[config.mk]
export PLATFORM = sky130hd
export DESIGN_NAME = serv_alu_seq
export DESIGN_NICKNAME = d
export VERILOG_FILES = /design/src/rtl/serv_alu_seq.sv
export SDC_FILE = /design/constraint.sdc
export NUM_CORES = 1
export LEC_CHECK = 0
export ABC_AREA = 0
export CAP_MARGIN = 15
export CORE_MARGIN = 1
export CORE_UTILIZATION = 48
export DETAILED_ROUTE_END_ITERATION = 7
export GPL_ROUTABILITY_DRIVEN = 0
export HOLD_SLACK_MARGIN = 0.15
export PLACE_DENSITY = 0.89
export SYNTH_ARGS = -nofsm -noshare
export SYNTH_HDL_FRONTEND = slang
export SYNTH_SLANG_ARGS = --single-unit
[constraint.sdc]
create_clock -name clk -period 4.7 [get_ports clk]
set_input_delay 0.47 -clock clk [delete_from_list [all_inputs] [get_ports clk]]
set_output_delay 0.47 -clock clk [all_outputs]
set_load 0.05 [all_outputs]
[src/rtl/serv_alu_seq.sv]
// Word-level sequencer for the bit-serial serv_alu: accepts a parallel request,
// streams operand slices LSB first for XLEN/W beats, reassembles the result.
module serv_alu_seq #(
  parameter int W    = 1,
  parameter int XLEN = 32
) (
  input  logic            clk,
  input  logic            i_rst,
  input  logic            i_req_valid,
  output logic            o_req_ready,
  input  logic [2:0]      i_req_op,
  input  logic [XLEN-1:0] i_req_a,
  input  logic [XLEN-1:0] i_req_b,
  output logic            o_rsp_valid,
  input  logic            i_rsp_ready,
  output logic [XLEN-1:0] o_rsp_data,
  output logic            o_rsp_cmp,
  output logic            o_busy,
  output logic            o_alu_en,
  output logic            o_alu_cnt0,
  output logic            o_alu_sub,
  output logic            o_alu_cmp_eq,
  output logic            o_alu_cmp_sig,
  output logic            o_alu_buf,
  output logic [1:0]      o_alu_bool_op,
  output logic [2:0]      o_alu_rd_sel,
  output logic [W-1:0]    o_alu_rs1,
  output logic [W-1:0]    o_alu_op_b,
  input  logic [W-1:0]    i_alu_rd,
  input  logic            i_alu_cmp
);

  localparam int BEATS = XLEN / W;
  localparam int CW    = (BEATS > 1) ? $clog2(BEATS) : 1;
  localparam logic [CW-1:0] LAST = CW'(BEATS - 1);

  typedef enum logic [1:0] {IDLE, RUN, DONE} state_t;

  typedef struct packed {
    logic [2:0] rd_sel;
    logic       sub;
    logic [1:0] bool_op;
    logic       cmp_eq;
    logic       cmp_sig;
    logic       is_cmp;   // result word is the compare flag, not rd
  } ctrl_t;

  state_t          state, state_nxt;
  logic [CW-1:0]   cnt;
  logic [XLEN-1:0] a_sr, b_sr, res;
  ctrl_t           ctrl, dec;
  logic            accept, last_beat;

  assign accept    = i_req_valid && (state == IDLE);
  assign last_beat = (state == RUN) && (cnt == LAST);

  // Op decode into serv_alu control fields
  always_comb begin
    dec = '0;
    case (i_req_op)
      3'b000: dec.rd_sel = 3'b001;
      3'b001: begin dec.rd_sel = 3'b001; dec.sub = 1'b1; end
      3'b010: dec.rd_sel = 3'b100;
      3'b011: begin dec.rd_sel = 3'b100; dec.bool_op = 2'b10; end
      3'b100: begin dec.rd_sel = 3'b100; dec.bool_op = 2'b11; end
      3'b101: begin dec.rd_sel = 3'b001; dec.sub = 1'b1; dec.cmp_sig = 1'b1; dec.is_cmp = 1'b1; end
      3'b110: begin dec.rd_sel = 3'b001; dec.sub = 1'b1; dec.is_cmp = 1'b1; end
      default: begin dec.rd_sel = 3'b001; dec.sub = 1'b1; dec.cmp_eq = 1'b1; dec.is_cmp = 1'b1; end
    endcase
  end

  // State register
  always_ff @(posedge clk or posedge i_rst) begin
    if (i_rst) state <= IDLE;
    else       state <= state_nxt;
  end

  // Next state and all handshake / ALU-control outputs
  always_comb begin
    state_nxt     = state;
    o_req_ready   = 1'b0;
    o_rsp_valid   = 1'b0;
    o_rsp_data    = '0;
    o_busy        = 1'b0;
    o_alu_en      = 1'b0;
    o_alu_cnt0    = 1'b0;
    o_alu_sub     = 1'b0;
    o_alu_cmp_eq  = 1'b0;
    o_alu_cmp_sig = 1'b0;
    o_alu_buf     = 1'b0;
    o_alu_bool_op = '0;
    o_alu_rd_sel  = '0;
    o_alu_rs1     = '0;
    o_alu_op_b    = '0;
    case (state)
      IDLE: begin
        o_req_ready = 1'b1;
        if (accept) state_nxt = RUN;
      end
      RUN: begin
        o_busy        = 1'b1;
        o_alu_en      = 1'b1;
        o_alu_cnt0    = (cnt == '0);
        o_alu_sub     = ctrl.sub;
        o_alu_cmp_eq  = ctrl.cmp_eq;
        o_alu_cmp_sig = ctrl.cmp_sig;
        o_alu_bool_op = ctrl.bool_op;
        o_alu_rd_sel  = ctrl.rd_sel;
        o_alu_rs1     = a_sr[W-1:0];
        o_alu_op_b    = b_sr[W-1:0];
        if (last_beat) state_nxt = DONE;
      end
      DONE: begin
        o_busy      = 1'b1;
        o_rsp_valid = 1'b1;
        o_rsp_data  = ctrl.is_cmp ? {{(XLEN-1){1'b0}}, o_rsp_cmp} : res;
        if (i_rsp_ready) state_nxt = IDLE;
      end
      default: state_nxt = IDLE;
    endcase
  end

  // Operand shift registers, result collector, beat counter, latched controls
  always_ff @(posedge clk or posedge i_rst) begin
    if (i_rst) begin
      cnt       <= '0;
      a_sr      <= '0;
      b_sr      <= '0;
      res       <= '0;
      ctrl      <= '0;
      o_rsp_cmp <= 1'b0;
    end else if (accept) begin
      cnt  <= '0;
      a_sr <= i_req_a;
      b_sr <= i_req_b;
      ctrl <= dec;
    end else if (state == RUN) begin
      a_sr <= a_sr >> W;
      b_sr <= b_sr >> W;
      res  <= {i_alu_rd, res[XLEN-1:W]};
      cnt  <= last_beat ? '0 : cnt + 1'b1;
      if (last_beat) o_rsp_cmp <= i_alu_cmp;
    end
  end

endmodule

==> qor.csv, run 1 <==
stage;metric;value;unit
cts;worst skew pair latency;370;ps
setup_path;Startpoint Class;flop;
hold_path;Hold Path Class;input pin to async pin;
cts;hold buffers post-CTS;0;
floorplan;Die ar.;11300;µm²
cts;post-CTS setup buffer count;0;
logic_synthesis;sequential area share after synthesis;53.5;%
cts;Clk pin slew, worst setup/hold paths;110;ps
logic_synthesis;Synth top cells by count;dfrtp_1 (112), nand2_1 (76), mux2i_1 (67);
logic_synthesis;Synth Cell Area;5240;µm²
global_route;first-pass GRT wire length;16.9;mm
drt;drc violations;0;
final_layout;filler instances;855;
global_route;largest net degree at the start of global routing;101;
placement;dpl cells;707;
placement;IO buf count;119;
logic_synthesis;Synth Area per Inst;10.9;µm²
logic_synthesis;synth top area cells;dfrtp_1 (53%), mux2i_1 (13%), mux2_2 (6.9%);
logic_synthesis;Yosys top cell by area;dfrtp_1;
placement;detailed placer's ending HPWL;7.13;mm
timing;crit path time final;3380;ps
cts;CTS tree;built;
cts;TritonCTS Buffers;9;
drt;mean number of vias per cell;5.04;
setup_path;FF-to-FF End;b_sr[13];
setup_path;critical path arrival;2910;ps
logic_synthesis;count leader, synth;dfrtp_1;
setup_path;WP buf/inv;3;
logic_synthesis;Yosys top cell area share;53.5;%
timing;actual slew at the worst max-slew pin;913;ps
global_route;gr ovfl total;0;
logic_synthesis;Cells after Synth;479;
setup_path;worst-path maximum fanout;39;
logic_synthesis;Async SR Flop Fraction;100;%
pwr;peak supply drop;315;µV
timing;FMAX;296;MHz
timing;worst hold slack;463;ps
global_route;vias in the first global route;3682;
timing;setup violators final;0;
pwr;total power;4.03;mW
setup_path;reg-to-reg slack, setup;2270;ps
final_layout;Nets;664;
setup_path;R2R depth;6;
cts;post_cts resized;0;
drt;Pre-antenna DRT Iters;5;
setup_path;Worst path depth;5;
final_layout;Layout Utilization;64.1;%
drt;WL/cell;13.9;µm
timing;Final Hold Vio Count;0;
cts;CTS root buf;clkbuf_8;
final_layout;area of the multi-input gates;2230;µm²
cts;H-tree depth;3;
global_route;All-Layer GR Usage;18.7;%
setup_path;CP endpoint;o_alu_cnt0;
setup_path;crit-path max cell delay;890;ps
setup_path;Worst Setup End Kind;output port;
timing;Final TNS setup;0;ps
drt;vias;3646;
final_layout;ant diodes;0;
cts;CTS sink cnt;112;
job;number of max-cap violations;0;
drt;Antenna Nets Post-Route;0;
drt;Detailed Route WL;10.1;mm
logic_synthesis;Synth Register Bits;112;
setup_path;kind of cell adding the most delay to the critical path;buffers and inverters;
floorplan;I/O pins;122;
logic_synthesis;Yosys warning count;0;
logic_synthesis;Yosys cell types;30;
logic_synthesis;Post-synth EDFFs;0;
pwr;Pwr per Cell Area;602;nW/µm²
setup_path;CP Cell Sequence;inv_1 > ha_4 > inv_2 > nor4_1 > clkdlybuf4s50_1;
logic_synthesis;Main synth FF type;dfrtp_1;
setup_path;Crit Path Category;flop to output port;
setup_path;CP required;4230;ps
pwr;Leak;2.92;nW
setup_path;CP Launch Point;state[1];
timing;skew final;12.1;ps
setup_path;slowest cell on the critical path;clkdlybuf4s50_1;
floorplan;Die Span Y;106;µm
floorplan;Die W;106;µm
final_layout;share of cells above drive strength 1;9.86;%
timing;Slew Limit Fails;0;
final_layout;fin cells;724;
timing;Slew HR;39.1;%
final_layout;FF+latch area;2800;µm²
timing;unrepaired setup endpoints after global routing;no;
floorplan;cell row count;37;
setup_path;Crit Reg-Reg Startpoint;state[1];
floorplan;core area;10500;µm²
global_route;initial antenna violation count;0;
drt;1st-iter DRT viols;153;
final_layout;Synth-to-Final Area Change;27.9;%
timing;crit share post-route;71.8;%
cts;clock buffer depth;2;
floorplan;initial core utilization;50.1;%
outcome;status;complete, no violations;
-- worst min path at each step --
| stage | startpoint | end | slack [ps] | cells past startpoint |
|---|---|---|---|---|
| after detailed placement | ctrl[5] | ctrl[5] | 470 | 2 |
| final | i_rst | res[23] | 460 | 2 |
| after global routing | i_rst | res[20] | 490 | 2 |
| after CTS | ctrl[5] | ctrl[5] | 500 | 2 |
| after floorplan | ctrl[3] | ctrl[3] | 440 | 2 |
| after global placement | ctrl[5] | ctrl[5] | 460 | 2 |
-- per-stage QoR --
step	setup WS, ps	instance area (µm²)
floorplan	1270	5240
global placement	1880	6470
detailed placement	1740	6470
CTS	1300	6670
global route	1090	6700
finish	1320	6700
-- cell type report --
class	count	share of cell area (%)
tap	136	2.54
timing repair buffer	125	18.7
multi-input combinational	326	33.3
clock inverter	6	1.10
clock buffer	10	1.90
sequential	112	41.8
inverter	9	0.541
-- flip-flops by register name, summed over array words and instances (netlist names) --
register	count
a_sr	32
res	32
o_rsp_cmp	1
ctrl	8
b_sr	32
state	2
cnt	5
-- worst reg2reg max path, delay by kind of cell (launching register included) --
family                     cells  cell delay [ps]
and+or+nand+nor                2              880
DFF                            1              400
adders and majority gates      1              280
buffers and inverters          2              700
AOI/OAI and AO/OA              1               90
-- routing by layer --
metal  global-route usage, %  part of all wire, %  vias up  wire [µm]
met5                       0                    0        -          0
met4                    6.65                  1.2        0        123
met3                    3.86                  4.3       10        432
met2                    31.5                   49      105       4940
met1                    23.8                   46     1705       4600
li1                        -                    -     1826          -
-- cell usage in the layout, fill, tap and decap left out, types with 2 or more instances in the layout --
cell and n:
a21oi_1 3, nor2_1 5, ha_1 7, clkinv_4 2
clkbuf_8 9, conb_1 2, buf_4 5, nor2b_1 4
inv_6 3, mux2i_1 67, and2_1 40, clkdlybuf4s50_1 119
nand3_1 3, dfrtp_1 112, o21ai_0 9, nand2_1 76
mux2_2 32, o21ai_1 63, mux2_1 2, inv_1 7
-- power breakdown --
| group | leakage [nW] | switching (mW) | internal [mW] | total (mW) |
|---|---|---|---|---|
| Sequential | 1.42 | 0.236 | 1.37 | 1.61 |
| Combinational | 1.40 | 1.03 | 0.804 | 1.84 |
| Clock | 0.102 | 0.333 | 0.255 | 0.588 |
| Total | 2.92 | 1.60 | 2.43 | 4.03 |
-- kinds of logic after synthesis --
| logic type | synth area share (%) |
|---|---|
| and+or+nand+nor | 12.3 |
| DFF | 53.5 |
| muxes | 20.1 |
| AOI/OAI and AO/OA | 7.86 |
| buffers and inverters | 4.23 |
| adders and majority gates | 1.91 |
| other | 0.0716 |
Power figures use the tool's default switching activity.
==> run 2: changes to the inputs <==
- clock period: 4.7 -> 3.2 ns (I/O delays scaled with it)
==> run 2 against run 1 <==
Power is 50% higher. Sequential cell count stayed put. Worst hold slack lost 91 ps. Clock skew is essentially flat. Critical path depth shrank 1. Design area is 0.49% lower. Largest power group unchanged. Count of clock-buffer cells in the layout did not move. Combinational power up 47%. Register-to-register slack worse by 1400 ps.
==> qor.csv, run 2 (synthesized netlist as in run 1, its figures left out) <==
stage;metric;value;unit
outcome;status;complete, no violations;
setup_path;Worst Setup End Kind;output port;
timing;FMAX;365;MHz
setup_path;FF-to-FF End;b_sr[3];
timing;Final Hold Vio Count;0;
timing;Slew HR;45.5;%
setup_path;R2R depth;5;
final_layout;biggest regs;a_sr: 32 flops, b_sr: 32 flops, res: 32 flops;
global_route;first-pass GRT wire length;17.0;mm
cts;hold buffers post-CTS;0;
timing;Final TNS setup;0;ps
drt;mean number of vias per cell;5.06;
final_layout;most frequent cells in the layout;dfrtp_1 (112), clkdlybuf4s50_1 (87), nand2_1 (76), mux2i_1 (67), o21ai_1 (63);
cts;CTS sink cnt;112;
drt;Pre-antenna DRT Iters;4;
pwr;Leak;3.00;nW
timing;crit path time final;2740;ps
final_layout;Synth-to-Final Area Change;27.3;%
cts;H-tree depth;3;
drt;drc violations;0;
global_route;All-Layer GR Usage;18.7;%
floorplan;Die Span Y;106;µm
timing;actual slew at the worst max-slew pin;818;ps
cts;post-CTS setup buffer count;0;
cts;TritonCTS Buffers;9;
setup_path;CP required;2880;ps
final_layout;share of cells above drive strength 1;15.6;%
cts;clock buffer depth;2;
global_route;largest net degree at the start of global routing;79;
floorplan;Die ar.;11300;µm²
floorplan;cell row count;37;
setup_path;Crit Path Category;flop to output port;
global_route;vias in the first global route;3601;
final_layout;ant diodes;0;
floorplan;initial core utilization;50.1;%
hold_path;Hold Path Class;input pin to async pin;
cts;post_cts resized;0;
timing;setup violators final;0;
pwr;total power;6.04;mW
timing;crit share post-route;85.7;%
cts;CTS tree;built;
setup_path;critical path arrival;2420;ps
floorplan;I/O pins;122;
cts;Clk pin slew, worst setup/hold paths;120;ps
drt;1st-iter DRT viols;172;
placement;dpl ws;919;ps
drt;vias;3668;
cts;CTS root buf;clkbuf_8;
global_route;initial antenna violation count;0;
job;number of max-cap violations;0;
setup_path;Crit Reg-Reg Startpoint;state[1];
timing;skew final;11.9;ps
floorplan;core area;10500;µm²
timing;Slew Limit Fails;0;
floorplan;Die W;106;µm
placement;IO buf count;119;
setup_path;Startpoint Class;flop;
setup_path;reg-to-reg slack, setup;920;ps
final_layout;most common cell after layout, fill and taps aside;dfrtp_1;
setup_path;worst-path maximum fanout;28;
timing;worst setup margin;457;ps
drt;WL/cell;13.9;µm
placement;detailed placer's ending HPWL;7.02;mm
pwr;peak supply drop;432;µV
final_layout;Nets;665;
drt;Detailed Route WL;10.1;mm
global_route;gr ovfl total;0;
timing;unrepaired setup endpoints after global routing;no;
pwr;Pwr per Cell Area;906;nW/µm²
drt;Antenna Nets Post-Route;0;
cts;worst skew pair latency;370;ps
-- run 2: cell count changes in the layout (fill, tap and decap cells not counted), sizes merged --
cell           delta
clkinv            -2
clkinvlp          +1
buf              +33
bufinv            +1
clkdlybuf4s50    -32
-- run 2: metal layers --
layer | part of all wire, % | track usage [%]
met1 | 47 | 25.6
met3 | 4.5 | 2.76
met2 | 48 | 30.8
met5 | 0 | 0
met4 | 0.99 | 5.58
-- run 2: area by class of cell --
cell class,count,area (µm²)
Sequential cell,112,2800
Timing Repair Buffer,126,1190
Inverter,9,37.5
Fill cell,870,3790
Clock inverter,6,97.6
Tap cell,136,170
Clock buffer,10,138
Multi-Input combinational cell,326,2230
-- run 2: worst max-delay path by stage --
stage                   from         end  slack (ps)  cells past startpoint
floorplan           state[1]  o_alu_cnt0         150                      4
global placement    state[1]   o_alu_rs1         940                      4
detailed placement  state[1]   o_alu_rs1         920                      4
CTS                 state[1]   o_alu_rs1         450                      4
global route        state[1]   o_alu_rs1         350                      4
finish              state[1]   o_alu_rs1         460                      4
-- run 2: critical path, stage by stage (launching register included) --
cell and delay, ps:
dfrtp_1 400, inv_1 190, ha_4 430, and2_1 220, clkdlybuf4s50_1 810
-- run 2: where the power goes --
part           total [mW]  internal (mW)  switching [mW]
Clock               0.980          0.477           0.502
Sequential           2.36           2.01           0.346
Combinational        2.70           1.18            1.52
Total                6.04           3.67            2.37
-- run 2: through the flow --
| step | hold slack, ps | instance area (µm²) | instances | util [%] |
|---|---|---|---|---|
| 2_1_floorplan | 412 | 5250 | 480 | - |
| 3_5_place_dp | 475 | 6430 | 709 | 61.5 |
| 5_1_grt | 399 | 6670 | 725 | 63.7 |
| 4_1_cts | 387 | 6670 | 725 | 63.7 |
| 3_3_place_gp | 465 | 6430 | 709 | 61.5 |
| 6_report | 373 | 6670 | 725 | 63.7 |
